--- config.mk ---
export PLATFORM = sky130hd
export DESIGN_NAME = icache
export DESIGN_NICKNAME = d
export VERILOG_FILES = /design/src/rtl/icache_pkg.sv /design/src/rtl/icache_array.sv /design/src/rtl/icache.sv
export SDC_FILE = /design/constraint.sdc
export NUM_CORES = 2
export LEC_CHECK = 0
export ABC_AREA = 0
export CELL_PAD_IN_SITES_DETAIL_PLACEMENT = 0
export CELL_PAD_IN_SITES_GLOBAL_PLACEMENT = 1
export CORE_MARGIN = 2
export CORE_UTILIZATION = 31
export DETAILED_ROUTE_END_ITERATION = 10
export GPL_ROUTABILITY_DRIVEN = 0
export PLACE_DENSITY_LB_ADDON = 0.05
export SLEW_MARGIN = 20
export SYNTH_ARGS = -nofsm -noshare
export SYNTH_HDL_FRONTEND = slang
export SYNTH_SLANG_ARGS = --single-unit
--- constraint.sdc ---
create_clock -name clk -period 6 [get_ports clk]
set_input_delay 0.9 -clock clk [delete_from_list [all_inputs] [get_ports clk]]
set_output_delay 0.9 -clock clk [all_outputs]
set_load 0.03 [all_outputs]
--- src/rtl/icache_pkg.sv ---
// Shared defaults and FSM encoding for the direct-mapped instruction cache.
package icache_pkg;

  localparam int ADDR_WIDTH_DEF = 32;
  localparam int DATA_WIDTH_DEF = 32;
  localparam int LINE_WORDS_DEF = 4;
  localparam int SETS_DEF       = 16;

  localparam logic [31:0] RESET_PC = 32'h8000_0000;

  typedef enum logic [1:0] {
    IC_IDLE = 2'd0,
    IC_REQ  = 2'd1,
    IC_FILL = 2'd2,
    IC_RESP = 2'd3
  } ic_state_e;

endpackage

--- src/rtl/icache_array.sv ---
// Tag and data storage for the icache: one refill write port and a
// combinational read port addressed by set index.
module icache_array
  import icache_pkg::*;
#(
  parameter int ADDR_WIDTH = ADDR_WIDTH_DEF,
  parameter int DATA_WIDTH = DATA_WIDTH_DEF,
  parameter int LINE_WORDS = LINE_WORDS_DEF,
  parameter int SETS       = SETS_DEF,
  localparam int OFF_W     = $clog2(LINE_WORDS * 4),
  localparam int IDX_W     = $clog2(SETS),
  localparam int WORD_W    = $clog2(LINE_WORDS),
  localparam int TAG_W     = ADDR_WIDTH - IDX_W - OFF_W
) (
  input  logic                  clk,
  input  logic                  we_data_i,
  input  logic                  we_tag_i,
  input  logic [IDX_W-1:0]      w_idx_i,
  input  logic [WORD_W-1:0]     w_word_i,
  input  logic [DATA_WIDTH-1:0] w_data_i,
  input  logic [TAG_W-1:0]      w_tag_i,
  input  logic [IDX_W-1:0]      r_idx_i,
  input  logic [WORD_W-1:0]     r_word_i,
  output logic [TAG_W-1:0]      r_tag_o,
  output logic [DATA_WIDTH-1:0] r_data_o
);

  logic [DATA_WIDTH-1:0] data_q [SETS][LINE_WORDS];
  logic [TAG_W-1:0]      tag_q  [SETS];

  // NOTE: storage arrays carry no reset; line validity lives in the
  // top-level valid vector, so stale contents here are never observed.
  always_ff @(posedge clk) begin
    if (we_data_i) data_q[w_idx_i][w_word_i] <= w_data_i;
    if (we_tag_i)  tag_q[w_idx_i]            <= w_tag_i;
  end

  assign r_tag_o  = tag_q[r_idx_i];
  assign r_data_o = data_q[r_idx_i][r_word_i];

endmodule

--- src/rtl/icache.sv ---
// Direct-mapped read-only instruction cache: single-cycle hits, blocking
// line refill over a req/gnt + beat-stream memory port, fence.i flush.
module icache
  import icache_pkg::*;
#(
  parameter int ADDR_WIDTH = ADDR_WIDTH_DEF,
  parameter int DATA_WIDTH = DATA_WIDTH_DEF,
  parameter int LINE_WORDS = LINE_WORDS_DEF,
  parameter int SETS       = SETS_DEF
) (
  input  logic                  clk,
  input  logic                  rst,
  input  logic                  req_valid_i,
  input  logic [ADDR_WIDTH-1:0] req_addr_i,
  output logic                  req_ready_o,
  output logic                  rsp_valid_o,
  output logic [DATA_WIDTH-1:0] rsp_instr_o,
  input  logic                  flush_i,
  output logic                  mem_req_o,
  output logic [ADDR_WIDTH-1:0] mem_addr_o,
  input  logic                  mem_gnt_i,
  input  logic                  mem_rvalid_i,
  input  logic [DATA_WIDTH-1:0] mem_rdata_i
);

  localparam int OFF_W  = $clog2(LINE_WORDS * 4);
  localparam int IDX_W  = $clog2(SETS);
  localparam int WORD_W = $clog2(LINE_WORDS);
  localparam int TAG_W  = ADDR_WIDTH - IDX_W - OFF_W;
  localparam logic [WORD_W-1:0] LAST_WORD = WORD_W'(LINE_WORDS - 1);

  ic_state_e             state_q, state_d;
  logic [TAG_W-1:0]      req_tag_q, req_tag_d;
  logic [IDX_W-1:0]      req_idx_q, req_idx_d;
  logic [WORD_W-1:0]     req_word_q, req_word_d;
  logic [WORD_W-1:0]     cnt_q, cnt_d;
  logic [SETS-1:0]       valid_q, valid_d;
  logic                  flush_pend_q, flush_pend_d;
  logic                  rsp_valid_q, rsp_valid_d;
  logic [DATA_WIDTH-1:0] rsp_instr_q, rsp_instr_d;
  logic                  mem_req_q, mem_req_d;
  logic [ADDR_WIDTH-1:0] mem_addr_q, mem_addr_d;

  logic [TAG_W-1:0]      in_tag;
  logic [IDX_W-1:0]      in_idx;
  logic [WORD_W-1:0]     in_word;
  logic [IDX_W-1:0]      rd_idx;
  logic [WORD_W-1:0]     rd_word;
  logic [TAG_W-1:0]      arr_tag;
  logic [DATA_WIDTH-1:0] arr_data;
  logic                  hit;
  logic                  beat_we;
  logic                  last_beat;
  logic                  unused_addr_bits;

  assign in_tag  = req_addr_i[ADDR_WIDTH-1 -: TAG_W];
  assign in_idx  = req_addr_i[OFF_W +: IDX_W];
  assign in_word = req_addr_i[2 +: WORD_W];
  assign unused_addr_bits = ^req_addr_i[1:0];

  // Lookups use the live address in IDLE; during refill the read port
  // follows the latched request so the response word can be fetched.
  assign rd_idx  = (state_q == IC_IDLE) ? in_idx  : req_idx_q;
  assign rd_word = (state_q == IC_IDLE) ? in_word : req_word_q;

  assign hit       = valid_q[in_idx] && (arr_tag == in_tag);
  assign beat_we   = (state_q == IC_FILL) && mem_rvalid_i;
  assign last_beat = beat_we && (cnt_q == LAST_WORD);

  assign req_ready_o = (state_q == IC_IDLE) && !flush_i;
  assign rsp_valid_o = rsp_valid_q;
  assign rsp_instr_o = rsp_instr_q;
  assign mem_req_o   = mem_req_q;
  assign mem_addr_o  = mem_addr_q;

  icache_array #(
    .ADDR_WIDTH (ADDR_WIDTH),
    .DATA_WIDTH (DATA_WIDTH),
    .LINE_WORDS (LINE_WORDS),
    .SETS       (SETS)
  ) u_array (
    .clk       (clk),
    .we_data_i (beat_we),
    .we_tag_i  (last_beat),
    .w_idx_i   (req_idx_q),
    .w_word_i  (cnt_q),
    .w_data_i  (mem_rdata_i),
    .w_tag_i   (req_tag_q),
    .r_idx_i   (rd_idx),
    .r_word_i  (rd_word),
    .r_tag_o   (arr_tag),
    .r_data_o  (arr_data)
  );

  always_comb begin
    // NOTE: every next-state signal gets a default first so no path through
    // the case statement leaves one unassigned and infers a latch.
    state_d      = state_q;
    req_tag_d    = req_tag_q;
    req_idx_d    = req_idx_q;
    req_word_d   = req_word_q;
    cnt_d        = cnt_q;
    valid_d      = valid_q;
    flush_pend_d = flush_pend_q;
    rsp_valid_d  = 1'b0;
    rsp_instr_d  = rsp_instr_q;
    mem_req_d    = mem_req_q;
    mem_addr_d   = mem_addr_q;

    unique case (state_q)
      IC_IDLE: begin
        if (flush_i) begin
          valid_d = '0;
        end else if (req_valid_i) begin
          req_tag_d  = in_tag;
          req_idx_d  = in_idx;
          req_word_d = in_word;
          if (hit) begin
            rsp_valid_d = 1'b1;
            rsp_instr_d = arr_data;
          end else begin
            state_d    = IC_REQ;
            mem_req_d  = 1'b1;
            mem_addr_d = {in_tag, in_idx, OFF_W'(0)};
          end
        end
      end
      IC_REQ: begin
        if (flush_i) flush_pend_d = 1'b1;
        if (mem_gnt_i) begin
          mem_req_d = 1'b0;
          cnt_d     = '0;
          state_d   = IC_FILL;
        end
      end
      IC_FILL: begin
        if (flush_i) flush_pend_d = 1'b1;
        if (mem_rvalid_i) cnt_d = cnt_q + 1'b1;
        if (last_beat) begin
          valid_d[req_idx_q] = 1'b1;
          rsp_valid_d = 1'b1;
          // The final beat is not yet in the array when it is the requested word.
          rsp_instr_d = (req_word_q == cnt_q) ? mem_rdata_i : arr_data;
          state_d     = IC_RESP;
        end
      end
      IC_RESP: begin
        if (flush_pend_q || flush_i) valid_d = '0;
        flush_pend_d = 1'b0;
        state_d      = IC_IDLE;
      end
      default: state_d = IC_IDLE;
    endcase
  end

  // NOTE: sequential state uses non-blocking assignments only, so every flop
  // samples the values computed before this edge.
  always_ff @(posedge clk or posedge rst) begin
    if (rst) begin
      state_q      <= IC_IDLE;
      req_tag_q    <= '0;
      req_idx_q    <= '0;
      req_word_q   <= '0;
      cnt_q        <= '0;
      valid_q      <= '0;
      flush_pend_q <= 1'b0;
      rsp_valid_q  <= 1'b0;
      rsp_instr_q  <= '0;
      mem_req_q    <= 1'b0;
      mem_addr_q   <= '0;
    end else begin
      state_q      <= state_d;
      req_tag_q    <= req_tag_d;
      req_idx_q    <= req_idx_d;
      req_word_q   <= req_word_d;
      cnt_q        <= cnt_d;
      valid_q      <= valid_d;
      flush_pend_q <= flush_pend_d;
      rsp_valid_q  <= rsp_valid_d;
      rsp_instr_q  <= rsp_instr_d;
      mem_req_q    <= mem_req_d;
      mem_addr_q   <= mem_addr_d;
    end
  end

endmodule

# Yosys cells after proc, flatten, opt, wreduce, memory -nomap -nowiden
# Memory sizes are Yosys's and may differ from the RTL's.
# Cells that the tools add are included.
# op_classes
n_addsub,1
n_mul,0
n_div,0
order_cmp,6
n_eq_ne,16
n_shift,0
muxes,45
bitwise,5
reduce_logical,23
# ops
op,n
32-bit 2-to-1 mux,8
128-bit 2-to-1 mux,1
32-bit binary-select mux with 2-bit select,1
32-bit demux with 2-bit select,1
32-bit case mux with 2 select lines,1
16-bit 2-to-1 mux,3
16-bit case mux with 3 select lines,1
24-bit equality test,1
"2-bit != test, second input constant",9
2-bit 2-to-1 mux,8
16-bit bitwise OR,1
5-bit AND reduction,3
1-bit 2-to-1 mux,13
"4-bit by 5-bit less-than comparator with 1-bit output, second input constant",2
2-bit case mux with 4 select lines,1
4-bit AND reduction,2
2-bit nonzero test,4
"2-bit equality test, second input constant",3
"3-bit >= comparator, second input constant",2
1-bit logical AND,6
2-bit NOT with 3-bit output,2
1-bit case mux with 2 select lines,3
3-bit AND reduction,2
1-bit binary-select mux with 4-bit select,1
other kinds (16),17
# word_totals
regBits,113
latch_bits,0
ramBits,2432
mem_bits_ro,0
wordCells,109
mem_count,2
# mem_list
memory,words,word_bits,rd,rd_ports_with_merged_regs,write_ports,line,rtl
u_array.data_q,16,128,1,0,1,icache_array.sv:28,logic [DATA_WIDTH-1:0] data_q [SETS][LINE_WORDS];
u_array.tag_q,16,24,1,0,1,icache_array.sv:29,logic [TAG_W-1:0] tag_q [SETS];

# Depth between registers and ports, before layout
# depth
word_depth,10
depth_mapped,20
ltp_nobuf,13

# Modules after synthesis
# A second synthesis with hierarchy kept.
# unflattened
cells_unflattened,4256
area_unflattened_um2,97547.3
# modules_own_cells
mod,n_inst,cells_per_inst,area_per_inst_um2
icache_array,1,3852,92070.8
icache,1,404,5476.5

# Worst setup path after synthesis
# No wires, ideal clock.
# synth_path
path_type,input to register
from,in mem_rvalid_i
to,"mem u_array.data_q[15][0] (netlist name), enable pin"
setup_ns,0.470
t_arrival_ns,4.121
path_slack_ns,1.409
cell_stages,5
path_buffers,3
path_cell_list,clkbuf_1 > nand3_1 > clkbuf_1 > clkbuf_1 > nor2_1
# synth_via
elab_chain_len,3
# synth_lines
item,line,rtl
start: declaration,icache.sv:22,"input logic mem_rvalid_i,"
1-bit logical AND,icache.sv:67,assign beat_we = (state_q == IC_FILL) && mem_rvalid_i;
1-bit 2-to-1 mux,icache_array.sv:34,if (we_data_i) data_q[w_idx_i][w_word_i] <= w_data_i;
128-bit 2-to-1 mux (implied by the code),icache_array.sv:34,
end: declaration,icache_array.sv:28,
# No other way between the ends.

# Worst setup path after layout
# layout_path
from,reg state_q[0]
to,reg rsp_instr_q[8] (netlist: rsp_instr_o[8])
# layout_via
elab_chain_len,10
word_cells_on_any_way,26
classes_between,6 x eq/ne; 11 x mux; 1 x bitwise; 6 x reduce/logical; 2 x memory
# layout_lines
item,line,rtl
start: declaration,icache.sv:32,"ic_state_e state_q, state_d;"
start signal: assignment,icache.sv:172,state_q <= state_d;
2-bit zero test,"icache.sv:63, icache.sv:64, icache.sv:110",
4-bit 2-to-1 mux / 2-bit 2-to-1 mux (equally long branches),"icache.sv:63, icache.sv:64",
memory 16 x 128 bit / 2-bit NOT with 3-bit output (equally long branches),n/a,
32-bit binary-select mux with 2-bit select,icache_array.sv:39,assign r_data_o = data_q[r_idx_i][r_word_i];
32-bit 2-to-1 mux (implied by the code) (2 in series),icache_array.sv:39,
32-bit 2-to-1 mux,icache.sv:118,if (hit) begin
32-bit 2-to-1 mux,icache.sv:114,end else if (req_valid_i) begin
32-bit 2-to-1 mux,icache.sv:112,if (flush_i) begin
32-bit case mux with 2 select lines,icache.sv:110,unique case (state_q)
end signal: assignment,icache.sv:180,rsp_instr_q <= rsp_instr_d;
end: declaration,icache.sv:40,"logic [DATA_WIDTH-1:0] rsp_instr_q, rsp_instr_d;"
# Several ways; a longest one is shown, not always the timed one. The select of a mux whose other input is x is not followed.
# A chain may end at the register's enable or synchronous reset.

==> out/qor.csv <==
stage,metric,value,unit
synth,ys_warn_count,0,
cts,cts.path.max_buffers,4,
power_and_ir_drop,finalPower,59.75,mW
timing,worst_slack,0.6328,ns
synth,syn_inst,5097,
hold_path,whs_path_depth,1,
power_and_ir_drop,leakagePower,37.87,nW
cts,post-cts-setup-buffers,0,
synth,synth_top_area_share,73.61,%
synth,ys_seq_area_share,76.46,%
power_and_ir_drop,internal-power,38.68,mW
placement,dp.cells,9466,
power_and_ir_drop,ir_worst_vdd,0.0003809,V
flow_run,cap_violations,0,
timing,max_freq,186.3,MHz
synth,ys_types,64,
worst_setup_path,cp_max_fo,20,
timing,rsz0062_at_grt,no,
floorplanning,coreArea,318300,um2
synth,synth_commonest_cells,"2432 x edfxtp_1, 731 x nand2_1, 556 x mux4_2",
synth,synth_edf_count,2432,
cts,path_clk_slew,0.06,ns
cells_and_area,stdcell_count,10000,
synth,synth_area,99210,um2
routing,viasPerCell,5.136,
floorplanning,die_h,569.7,um
routing,routedWlPerCell,31.97,um
global_routing,grt_pass1_wl,442700,um
floorplanning,start_util,31.17,%
cts,cts_tree,done,
global_routing,antenna_found_initial,31,
timing,whs,0.3519,ns
routing,firstDrtPassIters,5,
floorplanning,num_io_pins,137,
cts,cts_made_buffers,300,
worst_setup_path,cp.arrival,6.14,ns
synth,synth_most_common_cell,edfxtp_1,
cts,hold_buffers,0,
global_routing,grt_max_degree,98,
routing,wl,319800,um
cells_and_area,nets,5667,
routing,drc,0,
power_and_ir_drop,p_clk_share,28.7,%
status,status,finished clean,
global_routing,grt_pass1_vias,53420,
worst_setup_path,cp-start-kind,flop,
power_and_ir_drop,p_switching,21.07,mW
cells_and_area,fill_cells,29330,
routing,drtAntennaViolNets,0,
timing,post-route-period-util,89.45,%
cts,clock-root-buffer,clkbuf_16,
power_and_ir_drop,sequentialPowerShare,35.1,%
cells_and_area,area_delta_synth_final,18.18,%
synth,yosys.area.top_type,edfxtp_1,
timing,hold_viol_final,0,
timing,fin_setup_tns,0,ns
synth,ys_ff_latch,2545,
worst_setup_path,worstSetupPathType,reg -> reg,
worst_setup_path,rr_worst_depth,16,
hold_path,hold_class,in -> reg,
timing,setup_violations,0,
timing,period_needed,5.367,ns
placement,io_buffers,130,
timing,relSlewSlack,26.03,%
worst_setup_path,cp-end-kind,flop,
power_and_ir_drop,power.density,509.6,nW/um2
global_routing,grtUsageTotal,19.57,%
worst_setup_path,crit_required,6.77,ns
global_routing,grt_overflow,0,
floorplanning,rows,207,
placement,place_ws,0.4083,ns
power_and_ir_drop,combPwrFrac,36.2,%
cts,cts.repair.resized,0,
timing,slew_violations,0,
routing,vias,51370,
floorplanning,die-area,324600,um2
synth,synth_area_per_cell,19.46,um2
cts,clk_latency,0.90,ns
routing,drt-initial-drc-count,5110,
synth,async_flop_share,4.440,%
timing,tightest_slew,1.110,ns
synth,ys.flop_type,edfxtp_1,
timing,skew,0.04899,ns
cells_and_area,drive_gt1_share,25.97,%
cts,clock_sinks,2545,
floorplanning,die_w,569.7,um
cts,htreeDepth,5,
placement,hpwl,176700,um
synth,synth.area.top_cells,"edfxtp_1 74%, mux4_2 13%, dfrtp_1 2.9%",
power_and_ir_drop,p_sw_share,35.26,%
registers in the layout, summed over array words and instances (netlist names):
register,cells
u_array.data_q,2048
valid_q,16
rsp_instr_o,32
cnt_q,2
rsp_valid_o,1
mem_addr_o,28
u_array.tag_q,384
req_tag_q,24
req_idx_q,4
mem_req_o,1
flush_pend_q,1
state_q,2
req_word_q,2
routing by layer:
layer	share of wire, %	vias up	GRT usage [%]
li1	-	21580	-
met1	47	28200	28.73
met2	46	1205	30.70
met3	4.4	381	2.599
met4	2.3	4	4.802
met5	0.0075	-	0
kinds of logic (layout without fill, tap and decap cells):
family,Yosys count,count (layout),share of synthesized area [%]
compound gates,307,307,2.138
flops,2545,2545,76.46
other cells,1,16,0.003780
fa+ha+maj,9,9,0.1135
buf+inv,320,1030,1.476
mux,707,707,14.44
xor+xnor,39,39,0.3443
simple gates,1169,1169,5.020
critical path, stage by stage (launching register included):
cell and delay (ns):
dfrtp_1 0.40, inv_1 0.13, ha_1 0.80, mux2_8 0.48, buf_12 0.21, mux4_2 0.52
xor2_1 0.21, o21ai_0 0.46, nand3_1 0.14, nor4_1 0.39, buf_4 0.18, and4_4 0.27
nand3_4 0.14, o32ai_4 0.15, buf_12 0.22, buf_12 0.17, mux2_4 0.30
cells in the final DEF (no fill, tap or decap), drive strengths merged, types with 4 or more instances in the layout:
cell / netlist / final
a21oi: 46 / 46
a311oi: 68 / 68
a31oi: 91 / 91
a32oi: 10 / 10
a41oi: 7 / 7
and3: 73 / 73
buf: 168 / 394
bufinv: 0 / 8
clkbuf: 138 / 404
clkdlybuf4s50: 0 / 98
clkinv: 0 / 100
conb: 1 / 4
dfrtp: 113 / 113
diode: 0 / 12
edfxtp: 2432 / 2432
ha: 9 / 9
inv: 14 / 24
mux2: 93 / 93
mux2i: 55 / 55
mux4: 559 / 559
nand2: 731 / 731
nand3: 205 / 205
nand4: 12 / 12
nor2: 117 / 117
nor2b: 6 / 6
nor3: 10 / 10
nor4: 5 / 5
o21ai: 51 / 51
o221ai: 4 / 4
o22ai: 6 / 6
xnor2: 24 / 24
xor2: 15 / 15
per-stage QoR:
| stage | utilization [%] | cell area, um2 |
|---|---|---|
| global route | 36.82 | 117200 |
| floorplan | - | 99220 |
| finish | 36.83 | 117200 |
| global placement | 33.98 | 108200 |
| CTS | 36.82 | 117200 |
| detailed placement | 33.98 | 108200 |
cell type report:
class                      instances  area (um2)  area share [%]
sequential                      2545       75860           64.70
tap                             4180        5230           4.461
timing repair buffer             492        4447           3.793
antenna                           12       30.03         0.02561
clock inverter                   120       922.1          0.7865
inverter                          14       57.56         0.04909
multi-input combinational       2235       22580           19.26
clock buffer                     404        8117           6.923
power by group through the flow:
stage	registers (mW)	clock network, mW	logic [mW]
floorplan	21.3	0	12.1
global placement	21.3	0	22.3
detailed placement	21.3	0	22.2
CTS	21.0	17.7	22.3
global route	21.0	18.3	23.3
finish	21.0	17.1	21.7
worst paths after layout:
path	from	end	slack (ns)
min in group asynchronous	rst	rsp_instr_o[10]$_DFFE_PP0P_	0.38
min reg2reg	valid_q[10]$_DFFE_PP0P_	valid_q[10]$_DFFE_PP0P_	0.49
max reg2reg	state_q[0]$_DFFE_PP0P_	rsp_instr_o[8]$_DFFE_PP0P_	0.63
min	mem_rdata_i[9]	u_array.data_q[8][105]$_DFFE_PP_	0.35
max	state_q[0]$_DFFE_PP0P_	rsp_instr_o[8]$_DFFE_PP0P_	0.63
max in group asynchronous	rst	mem_addr_o[14]$_DFFE_PP0P_	4.57
No activity file was read; power rests on OpenSTA's default activity.
